$ cat config.mk
export PLATFORM = sky130hd
export DESIGN_NAME = restoring_div_4bit_flat
export DESIGN_NICKNAME = d
export VERILOG_FILES = /design/src/rtl/restoring_div_4bit_pkg.sv /design/src/rtl/restoring_div_4bit_if.sv /design/src/rtl/restoring_div_4bit_add_sub.sv /design/src/rtl/restoring_div_4bit.sv /design/src/flat_wrapper.sv
export SDC_FILE = /design/constraint.sdc
export NUM_CORES = 1
export LEC_CHECK = 0
export ABC_AREA = 1
export CELL_PAD_IN_SITES_DETAIL_PLACEMENT = 1
export CELL_PAD_IN_SITES_GLOBAL_PLACEMENT = 2
export CORE_MARGIN = 2
export CORE_UTILIZATION = 31
export CTS_CLUSTER_SIZE = 10
export DETAILED_ROUTE_END_ITERATION = 7
export GPL_ROUTABILITY_DRIVEN = 0
export HOLD_SLACK_MARGIN = 0.08
export PLACE_DENSITY_LB_ADDON = 0.1
export SYNTH_ARGS = -nofsm -noshare
export SYNTH_HDL_FRONTEND = slang
export SYNTH_SLANG_ARGS = --single-unit
$ cat constraint.sdc
create_clock -name clk -period 4.2 [get_ports clk]
set_clock_uncertainty 0.15 [all_clocks]
set_input_delay 0.63 -clock clk [delete_from_list [all_inputs] [get_ports clk]]
set_output_delay 0.63 -clock clk [all_outputs]
set_load 0.005 [all_outputs]
$ cat src/rtl/restoring_div_4bit_pkg.sv
// Shared definitions for the 4-bit restoring divider: operand width, FSM states and
// the quotient value reported on divide-by-zero.
package restoring_div_4bit_pkg;

    localparam int DATA_W = 4;

    typedef enum logic [1:0] {
        S_IDLE = 2'd0,
        S_RUN  = 2'd1,
        S_DONE = 2'd2
    } state_t;

    localparam logic [DATA_W-1:0] DBZ_QUOTIENT = 4'hF;

endpackage

$ cat src/rtl/restoring_div_4bit_if.sv
// Request/result bundle of the divider: the master issues start with operands,
// the slave (divider) returns busy/done and the held results.
interface restoring_div_4bit_if;
    import restoring_div_4bit_pkg::*;

    logic              start;
    logic [DATA_W-1:0] dividend;
    logic [DATA_W-1:0] divisor;
    logic              busy;
    logic              done;
    logic [DATA_W-1:0] quotient;
    logic [DATA_W-1:0] remainder;
    logic              div_by_zero;

    modport master (
        output start, dividend, divisor,
        input  busy, done, quotient, remainder, div_by_zero
    );

    modport slave (
        input  start, dividend, divisor,
        output busy, done, quotient, remainder, div_by_zero
    );

endinterface

$ cat src/rtl/restoring_div_4bit_add_sub.sv
// Combinational 4-bit adder/subtractor: mode=0 gives a+b, mode=1 gives a-b with
// cout acting as the no-borrow flag (cout=1 means a>=b).
module add_sub_4bit
    import restoring_div_4bit_pkg::*;
(
    input  logic [DATA_W-1:0] a,
    input  logic [DATA_W-1:0] b,
    input  logic              mode,
    output logic [DATA_W-1:0] s,
    output logic              cout
);

    logic [DATA_W-1:0] b_eff;
    logic [DATA_W:0]   sum;

    assign b_eff     = b ^ {DATA_W{mode}};
    assign sum       = {1'b0, a} + {1'b0, b_eff} + {{DATA_W{1'b0}}, mode};
    assign {cout, s} = sum;

endmodule

$ cat src/rtl/restoring_div_4bit.sv
// Sequential 4-bit unsigned restoring divider producing one quotient bit per clock,
// using a single external add_sub_4bit in subtract mode as its only subtractor.
module restoring_div_4bit
    import restoring_div_4bit_pkg::*;
#(
    parameter int WIDTH = 4
) (
    input  logic                 clk,
    input  logic                 rst,
    restoring_div_4bit_if.slave  bus
);

    if (WIDTH != DATA_W) begin : g_width_check
        $error("restoring_div_4bit: WIDTH must be 4 to match add_sub_4bit");
    end

    state_t           state, state_nxt;
    logic [1:0]       cnt, cnt_nxt;
    // Partial remainder before a shift is below 2^(WIDTH-1), so its top bit is never stored.
    logic [WIDTH-2:0] r;
    logic [WIDTH-1:0] r_nxt;
    logic [WIDTH-1:0] q, q_nxt;
    logic [WIDTH-1:0] d, d_nxt;
    logic [WIDTH-1:0] quo, quo_nxt;
    logic [WIDTH-1:0] rem, rem_nxt;
    logic             dbz, dbz_nxt;

    logic [WIDTH-1:0] t;
    logic [WIDTH-1:0] s;
    logic             cout;

    assign t = {r, q[WIDTH-1]};

    add_sub_4bit u_add_sub (
        .a    (t),
        .b    (d),
        .mode (1'b1),
        .s    (s),
        .cout (cout)
    );

    // NOTE: every next-value gets a hold default first so no path infers a latch.
    always_comb begin
        state_nxt = state;
        cnt_nxt   = cnt;
        r_nxt     = {1'b0, r};
        q_nxt     = q;
        d_nxt     = d;
        quo_nxt   = quo;
        rem_nxt   = rem;
        dbz_nxt   = dbz;

        case (state)
            S_IDLE, S_DONE: begin
                if (bus.start) begin
                    if (bus.divisor != '0) begin
                        d_nxt     = bus.divisor;
                        r_nxt     = '0;
                        q_nxt     = bus.dividend;
                        cnt_nxt   = 2'(WIDTH - 1);
                        state_nxt = S_RUN;
                    end else begin
                        quo_nxt   = DBZ_QUOTIENT;
                        rem_nxt   = bus.dividend;
                        dbz_nxt   = 1'b1;
                        state_nxt = S_DONE;
                    end
                end else if (state == S_DONE) begin
                    state_nxt = S_IDLE;
                end
            end
            S_RUN: begin
                // cout=1 means T>=D: keep the difference, otherwise restore T.
                r_nxt = cout ? s : t;
                q_nxt = {q[WIDTH-2:0], cout};
                if (cnt == 2'd0) begin
                    quo_nxt   = q_nxt;
                    rem_nxt   = r_nxt;
                    dbz_nxt   = 1'b0;
                    state_nxt = S_DONE;
                end else begin
                    cnt_nxt = cnt - 2'd1;
                end
            end
            default: state_nxt = S_IDLE;
        endcase
    end

    // NOTE: sequential state uses non-blocking assignments so all registers update together.
    always_ff @(posedge clk) begin
        if (rst) begin
            state <= S_IDLE;
            cnt   <= '0;
            r     <= '0;
            q     <= '0;
            d     <= '0;
            quo   <= '0;
            rem   <= '0;
            dbz   <= 1'b0;
        end else begin
            state <= state_nxt;
            cnt   <= cnt_nxt;
            r     <= r_nxt[WIDTH-2:0];
            q     <= q_nxt;
            d     <= d_nxt;
            quo   <= quo_nxt;
            rem   <= rem_nxt;
            dbz   <= dbz_nxt;
        end
    end

    assign bus.busy        = (state == S_RUN);
    assign bus.done        = (state == S_DONE);
    assign bus.quotient    = quo;
    assign bus.remainder   = rem;
    assign bus.div_by_zero = dbz;

endmodule

$ cat src/flat_wrapper.sv
// flat-port wrapper written by rule: the top's interface ports become plain ports
module restoring_div_4bit_flat import restoring_div_4bit_pkg::*;
#(
    parameter int WIDTH = 4
)
  (clk, rst, bus_start, bus_dividend, bus_divisor, bus_busy, bus_done, bus_quotient, bus_remainder, bus_div_by_zero);
  restoring_div_4bit_if bus_i ();
  input  logic clk;
  input  logic rst;
  input wire logic [$bits(bus_i.start)-1:0] bus_start;
  input wire logic [$bits(bus_i.dividend)-1:0] bus_dividend;
  input wire logic [$bits(bus_i.divisor)-1:0] bus_divisor;
  output wire logic [$bits(bus_i.busy)-1:0] bus_busy;
  output wire logic [$bits(bus_i.done)-1:0] bus_done;
  output wire logic [$bits(bus_i.quotient)-1:0] bus_quotient;
  output wire logic [$bits(bus_i.remainder)-1:0] bus_remainder;
  output wire logic [$bits(bus_i.div_by_zero)-1:0] bus_div_by_zero;
  assign bus_i.start = bus_start;
  assign bus_i.dividend = bus_dividend;
  assign bus_i.divisor = bus_divisor;
  assign bus_busy = bus_i.busy;
  assign bus_done = bus_i.done;
  assign bus_quotient = bus_i.quotient;
  assign bus_remainder = bus_i.remainder;
  assign bus_div_by_zero = bus_i.div_by_zero;
  restoring_div_4bit #(.WIDTH(WIDTH)) u_core (.clk(clk), .rst(rst), .bus(bus_i));
endmodule
* After elaboration in Yosys (flattened, before gate mapping) *
Cells that the tools add are included.
Widths: inputs -> output; s select.

word-level totals
  word-level logic and storage cells = 58
  output and inout bits = 11
  register bits = 24

operators by class
  reductions and logical operators = 10
  bitwise operators = 1
  add/subtract/negate cells = 3
  eq/ne operators = 8
  multiplexer cells = 28

operator list
  cell                 count
  $mux 4               9
  $pmux 4 s2           3
  $mux 2               7
  $pmux 2 s2           2
  $reduce_and 4->1     2
  $mux 3               2
  $ne 2x2->1 const B   3
  $pmux 3 s2           1
  $reduce_and 3->1     2
  $add 4x4->5          1
  $add 5x1->5 const B  1
  $logic_not 2->1      2
  $ne 2x1->1 const B   2
  $not 4->4            1
  $reduce_bool 4->1    1
  $mux 1               3
  $ne 3x3->1 const B   1
  $eq 2x1->1 const B   1
  $eq 2x2->1 const B   1
  $pmux 1 s2           1
  $reduce_and 2->1     1
  $reduce_bool 2->1    1
  $reduce_or 2->1      1
  $sub 2x1->2 const B  1

* Longest topological paths before layout *
Gate-level depths: netlist of the first run.

  word-level depth = 6
  gate-level depth with buffers = 11

* Hierarchy *
From an unflattened synthesis of the first run, not the netlist that was laid out.

unflattened totals
  cell total of the unflattened synthesis = 184
  area, all modules = 1303.8 µm²

by module, submodules not included
  module              area each (µm²)  sequential area each (µm²)  times used  cells each
  restoring_div_4bit  1133.6           480.5                       1           160
  add_sub_4bit        170.2            0.0                         1           24

* Worst setup path before layout of the first run *
OpenSTA, ideal clock, no wires.

  path kind = flip-flop to flip-flop
  from = register u_core.q[3]
  to = register u_core.rem[0], in the netlist u_core.bus.remainder[0]
  data arrival time = 1459 ps
  data required time = 3938 ps
  stages on the path, launching flop included = 12
  period minus slack after synthesis = 1721 ps
  setup time = 112 ps
  setup slack = 2479 ps
  buffers on the path = 0
  path through = dfxtp_1 > inv_1 > ha_1 > fa_1 > inv_1 > nand3_1 > nand3_2 > inv_2 > nand2_1 > nand2_1 > nor2_1 > nor2_1

on the way
  longest elaborated chain between the ends = 5

ends and longest elaborated chain
  what                    RTL line                          text
  from (decl)             restoring_div_4bit.sv:22          logic [WIDTH-1:0] q, q_nxt;
  from (signal assigned)  restoring_div_4bit.sv:104         q <= q_nxt;
  $add 4x4->5             restoring_div_4bit_add_sub.sv:17  assign sum = {1'b0, a} + {1'b0, b_eff} + {{DATA_W{1'b0}}, mode};
  $add 5x1->5             restoring_div_4bit_add_sub.sv:17
  $mux 4 (*)              restoring_div_4bit.sv:74          r_nxt = cout ? s : t;
  $mux 4 (*)              restoring_div_4bit.sv:76          if (cnt == 2'd0) begin
  $pmux 4 s2 (*)          restoring_div_4bit.sv:53          case (state)
  to (signal assigned)    restoring_div_4bit.sv:107         rem <= rem_nxt;
  to (decl)               restoring_div_4bit.sv:25          logic [WIDTH-1:0] rem, rem_nxt;

Every way passes the cells marked *; elsewhere a longest branch is shown, timed or not. The select of a mux whose other input is x is not followed.
A chain may end at the register's enable or synchronous reset.

* Worst setup path after layout of the first run *
  from = register u_core.state[0]
  to = output port bus_busy

on the way
  longest elaborated chain between the ends = 1

ends and longest elaborated chain
  what                    RTL line                   text
  from (decl)             restoring_div_4bit.sv:17   state_t state, state_nxt;
  from (signal assigned)  restoring_div_4bit.sv:101  state <= state_nxt;
  $eq 2x1->1              restoring_div_4bit.sv:112  assign bus.busy = (state == S_RUN);
  to (decl)               flat_wrapper.sv:13         output wire logic [$bits(bus_i.busy)-1:0] bus_busy;

No other way between the ends.

==> results of run 1 <==
[critical path: stages (launching register included)]
cell and delay [ps]:
dfxtp_1 400, inv_2 100, nor2_8 190, clkdlybuf4s50_1 530
[layer usage]
layer  wire, um  up-vias  global-route usage [%]
met4         24        0                    4.58
met1       1710      552                    20.5
met3         69        2                    2.33
met2       1620       15                    25.2
li1           -      616                       -
met5          0        -                       0
[layout make-up]
class / count / area share, %
Clock buffer: 3 / 2.55
Clock inverter: 1 / 1.85
Inverter: 36 / 8.33
Multi-Input combinational cell: 120 / 40.8
Sequential cell: 24 / 29.6
Tap cell: 50 / 3.86
Timing Repair Buffer: 21 / 13.0
[cell families after synthesis]
logic type / count (synthesis) / synth area share [%]
simple gates: 83 / 30.8
buf+inv: 41 / 13.5
compound gates: 30 / 12.4
flops: 24 / 36.4
fa+ha+maj: 6 / 6.25
xor+xnor: 1 / 0.663
[layout by cell type (no fill, tap or decap), types with 2 or more instances in the layout]
master and instances:
dfxtp_1 24, nand2_2 4, nand2_1 34, o21ai_0 9, nand3_2 2, clkbuf_8 3, o211ai_1 2, inv_1 32
nor2_1 22, nand2_4 3, clkdlybuf4s50_1 21, ha_1 5, a21oi_1 14, nand3b_1 3, inv_2 4, o21ai_1 3
nand4_1 4, nand3_1 10
[sequential cells by signal, indices dropped and copies added, names as in the netlist]
name / flops
u_core.bus.div_by_zero: 1
u_core.bus.quotient: 4
u_core.bus.remainder: 4
u_core.cnt: 2
u_core.d: 4
u_core.q: 4
u_core.r: 3
u_core.state: 2
[power by group through the flow]
| stage | Combinational [mW] | Clock [mW] | Sequential (mW) |
|---|---|---|---|
| finish | 0.171 | 0.209 | 0.265 |
| detailed placement | 0.172 | 0 | 0.270 |
| CTS | 0.173 | 0.216 | 0.265 |
| global placement | 0.165 | 0 | 0.269 |
| global route | 0.195 | 0.229 | 0.269 |
| floorplan | 0.117 | 0 | 0.267 |
[worst paths after layout]
kind | from | to | slack (ps) | cells after the start
setup / recovery | u_core.state[0] | bus_busy | 1930 | 3
hold / removal | u_core.bus.quotient[0] | u_core.bus.quotient[0] | 300 | 2
hold reg to reg | u_core.bus.quotient[0] | u_core.bus.quotient[0] | 300 | 2
setup reg to reg | u_core.q[3] | u_core.bus.remainder[2] | 2110 | 11
==> results.md, run 1 <==
* Outcome: finished clean
* Worst EP required at 3420 ps
* Initial antenna violation count at 0
* Sequential fraction of the synthesis area at 36.4%
* Vias per std cell at 4.65
* Row count at 23
* Final Hold Viols at 0
* Internal Power at 448 uW
* Worst Path Arrival at 1490 ps
* Via count at 1,185
* Comb pwr share at 26.5%
* Area delta synth->final at 22.7%
* Largest area contributor in the netlist: dfxtp_1
* Seq cells post-synth at 24
* Hold WS at 303 ps
* Die ar. at 4800 um^2
* Post_cts resized at 0
* # IOs at 22
* EDFF count, synth at 0
* First drt pass iteration count at 4
* Asr flop ratio synth at 0%
* Setup_tns at 0 ps
* Number of buffers added for setup after CTS at 0
* Post-Syn Area per Cell at 7.14 um^2
* Max-cap violations at 0
* Synth unique cells at 23
* Post-Syn Area at 1320 um^2
* First-pass GRT wire length at 5870 um
* Fin nets at 223
* CP Launch Type: flop
* Cell Area, Placed at 1550 um^2
* HPWL after detailed placement at 2660 um
* Share of cells above drive strength 1 at 9.27%
* Starting density of the core at 32.6%
* Fin util at 40.0%
* Final wirelength at 3420 um
* Multi-input gate area at 662 um^2
* Sink Count at 24
* Num CTS Buffers at 3
* Setup repair after global routing missed its margin: no
* Placed insts at 251
* Final setup viols at 0
* Flop pwr share at 41.1%
* Syn Nets at 202
* Initial DRC count at 13
* Synth area leaders: dfxtp_1, nand2_1, inv_1
* Remaining Overflow, GRT at 0
* Synth Warn # at 0
* Net switching power at 196 uW
* Top cells by count, synth: nand2_1, inv_1, dfxtp_1
* Antenna Nets Post-Route at 0
* TritonCTS clock tree: built
* Core outline area at 4060 um^2
* Worst slew margin at 69.6%
* Critical Path End Type: output port
* Overall power at 644 uW
* CTS Hold Buffers Added at 0
* Reg clk slew, reported paths at 100 ps
* Count leader, synth: nand2_1
* CP Class: reg -> out
* Slew Limit Fails at 0
* All-Layer GR Usage at 15.3%
* Max IR drop VDD at 0.120 mV
* Pre-CTS setup slack at 1890 ps
* Antenna fix cells at 0
* Sw Ratio at 30.4%
* Die X at 69.3 um
* Worst slew pin tran at 455 ps
* Clock power share at 32.4%
* Post-Layout Inst Area at 1620 um^2
* Crit path setup slack, layout at 1930 ps
* Number of global-route vias before repair at 1,224
* Worst hold path class: reg -> reg
* Tcrit/Tclk final at 54.0%
* Static Leak at 0.787 nW
* Htree depth at 1
* Routed WL per cell at 13.4 um
* Cells after Synth at 185
* Power density over cell area at 397 nW/um^2
* Filler Cell Count at 529
* Root Driver: clkbuf_8
* Drc violations at 0
* Largest net degree at the start of global routing at 18
* Area share of the leading cell type in the synthesized netlist at 36.4%
* Max FO, Critical Path at 10
* IO Port Bufs at 21
* Seq. cell area at 480 um^2
* Post-route minimum period at 2270 ps
* Clock Latency Late Sink at 270 ps
* Highest clock rate at 441 MHz
* Die height at 69.3 um
* Post-route non-filler standard cell count at 255
* Top FF cell, synth: dfxtp_1
* CTS max path bufs at 2
No activity file was read; power rests on OpenSTA's default activity.
==> inputs of run 2 (changes only) <==
- CORE_UTILIZATION: 31 -> 26
- clock period: 4.2 -> 1.9 ns (I/O delays scaled with it)
==> run 2 against run 1 <==
  * Non-clock buffer count increased by 10
  * Setup slack got worse by 1800 ps
  * Cell count increased by 11%
  * Flip-flop and latch count unchanged
  * Clock power increased by 74%
  * Die area increased by 18%
  * Register-to-register slack got worse by 2000 ps
  * Utilization decreased by 3.6 points
  * Critical path type unchanged
==> results.md, run 2 (synthesis gave the netlist of run 1 again) <==
* Commonest non-fill, non-tap cells in the layout: inv_1, nand2_1, dfxtp_1, nor2_1, clkdlybuf4s50_1 (was nand2_1, inv_1, dfxtp_1, nor2_1, clkdlybuf4s50_1)
* Static Leak at 0.838 nW (was 0.787 nW)
* Pre-CTS setup slack at -11.7 ps (was 1890 ps)
* Flop pwr share at 42.5% (was 41.1%)
* Multi-input gate area at 709 um^2 (was 662 um^2)
* Via count at 1,227 (was 1,185)
* Sw Ratio at 32.4% (was 30.4%)
* Post-Layout Inst Area at 1750 um^2 (was 1620 um^2)
* Vias per std cell at 4.35 (was 4.65)
* Outcome: finished clean (unchanged)
* TritonCTS clock tree: built (unchanged)
* CTS Hold Buffers Added at 0 (unchanged)
* First drt pass iteration count at 4 (unchanged)
* Max-cap violations at 0 (unchanged)
* Highest clock rate at 551 MHz
* Antenna fix cells at 0 (unchanged)
* Seq. cell area at 483 um^2 (was 480 um^2)
* Fin nets at 233 (was 223)
* Fin util at 36.4% (was 40.0%)
* Worst EP required at 1460 ps (was 3420 ps)
* Die X at 75.3 um (was 69.3 um)
* HP Start: u_core.bus.div_by_zero (was u_core.bus.quotient[0])
* Die ar. at 5670 um^2 (was 4800 um^2)
* Core outline area at 4820 um^2 (was 4060 um^2)
* Root Driver: clkbuf_8 (unchanged)
* Final setup viols at 0 (unchanged)
* Critical register-to-register path startpoint: u_core.q[3] (unchanged)
* Share of cells above drive strength 1 at 18.6% (was 9.27%)
* All-Layer GR Usage at 14.2% (was 15.3%)
* Reg2reg setup slack at 100 ps (was 2110 ps)
* Row count at 25 (was 23)
* Clock power share at 26.5% (was 32.4%)
* Internal Power at 929 uW (was 448 uW)
* CP Class: reg -> out (unchanged)
* Hold EP: u_core.bus.div_by_zero (was u_core.bus.quotient[0])
* Setup repair after global routing missed its margin: no (unchanged)
* Max FO, Critical Path at 5 (was 10)
* Hold WS at 298 ps (was 303 ps)
* Routed WL per cell at 12.7 um (was 13.4 um)
* Die height at 75.3 um (was 69.3 um)
* Final Hold Viols at 0 (unchanged)
* Slew Limit Fails at 0 (unchanged)
* Remaining Overflow, GRT at 0 (unchanged)
* Final wirelength at 3580 um (was 3420 um)
* Tcrit/Tclk final at 95.5%
* Net switching power at 446 uW (was 196 uW)
* Worst Reg-to-Reg Cells at 11 (unchanged)
* First-pass GRT wire length at 6090 um (was 5870 um)
* Starting density of the core at 27.4% (was 32.6%)
* CTS max path bufs at 2 (unchanged)
* Post-route minimum period at 1820 ps
* Antenna Nets Post-Route at 0 (unchanged)
* Clock Latency Late Sink at 270 ps (about the same)
* Max IR drop VDD at 0.370 mV (was 0.120 mV)
* Critical Path End Type: output port (unchanged)
* Worst slew margin at 83.0% (was 69.6%)
* HPWL after detailed placement at 2850 um (was 2660 um)
* Reg-to-Reg End: u_core.bus.remainder[2] (unchanged)
* Comb pwr share at 31.1% (was 26.5%)
* Reg clk slew, reported paths at 90 ps (was 100 ps)
* Worst Path Arrival at 1380 ps (was 1490 ps)
* Initial antenna violation count at 0 (unchanged)
* Sink Count at 24 (unchanged)
* Hold depth at 2 (unchanged)
* IO Port Bufs at 21 (unchanged)
* Num CTS Buffers at 3 (unchanged)
* Power density over cell area at 785 nW/um^2 (was 397 nW/um^2)
* Worst slew pin tran at 254 ps (was 455 ps)
* CP Launch Type: flop (unchanged)
* Initial DRC count at 27 (was 13)
* Setup_tns at 0 ps (unchanged)
* Drc violations at 0 (unchanged)
* Filler Cell Count at 628 (was 529)
* Largest net degree at the start of global routing at 18 (unchanged)
* Worst hold path class: reg -> reg (unchanged)
* Number of global-route vias before repair at 1,283 (was 1,224)
* Cell Area, Placed at 1640 um^2 (was 1550 um^2)
* Area delta synth->final at 32.6% (was 22.7%)
* # IOs at 22 (unchanged)
* Crit path setup slack, layout at 84.9 ps (was 1930 ps)
* Htree depth at 1 (unchanged)
-- run 2: power by group through the flow --
| stage | Sequential [mW] | Combinational, mW | Clock (mW) |
|---|---|---|---|
| CTS | 0.583 | 0.409 | 0.376 |
| finish | 0.584 | 0.427 | 0.364 |
| floorplan | 0.590 | 0.259 | 0 |
| global route | 0.591 | 0.488 | 0.403 |
| global placement | 0.592 | 0.396 | 0 |
| detailed placement | 0.594 | 0.406 | 0 |
-- run 2: cell type report --
type,count,area share (%)
Clock buffer,4,3.14
Multi-Input combinational cell,120,40.5
Sequential cell,24,27.6
Inverter,36,7.71
Timing Repair Buffer,31,16.3
Tap cell,67,4.79
-- run 2: metrics by stage --
stage	std cells	total power, mW
after floorplan	185	0.849
after global placement	277	0.989
after detailed placement	277	1.00
after CTS	281	1.37
after global routing	282	1.48
final	282	1.37
-- run 2: timing repair --
action / CTS / global route
endpoints found under the setup margin: 3 / 10
resized for setup: 1 / 12
pin swaps: 0 / 2
buffers inserted: 0 / 1
-- run 2: worst max-delay path by stage --
stage,to,start,slack (ps)
floorplan,u_core.bus.remainder[0],u_core.q[3],180
global placement,u_core.bus.quotient[0],bus_divisor[2],1
detailed placement,u_core.bus.quotient[0],bus_divisor[1],-10
CTS,bus_busy,u_core.state[0],20
global route,u_core.bus.remainder[2],u_core.q[3],4
finish,bus_busy,u_core.state[0],80
-- run 2: layer usage --
metal | wire length [um] | vias up | GRT usage [%]
li1 | - | 640 | -
met1 | 1640 | 561 | 18.3
met2 | 1770 | 22 | 25.1
met3 | 139 | 4 | 2.01
met4 | 34 | 0 | 3.51
met5 | 0 | - | 0
-- run 2: worst max-delay path: stages (launching register included) --
cell and delay (ps):
dfxtp_2 360, inv_2 80, nor2_8 150, clkdlybuf4s50_1 520
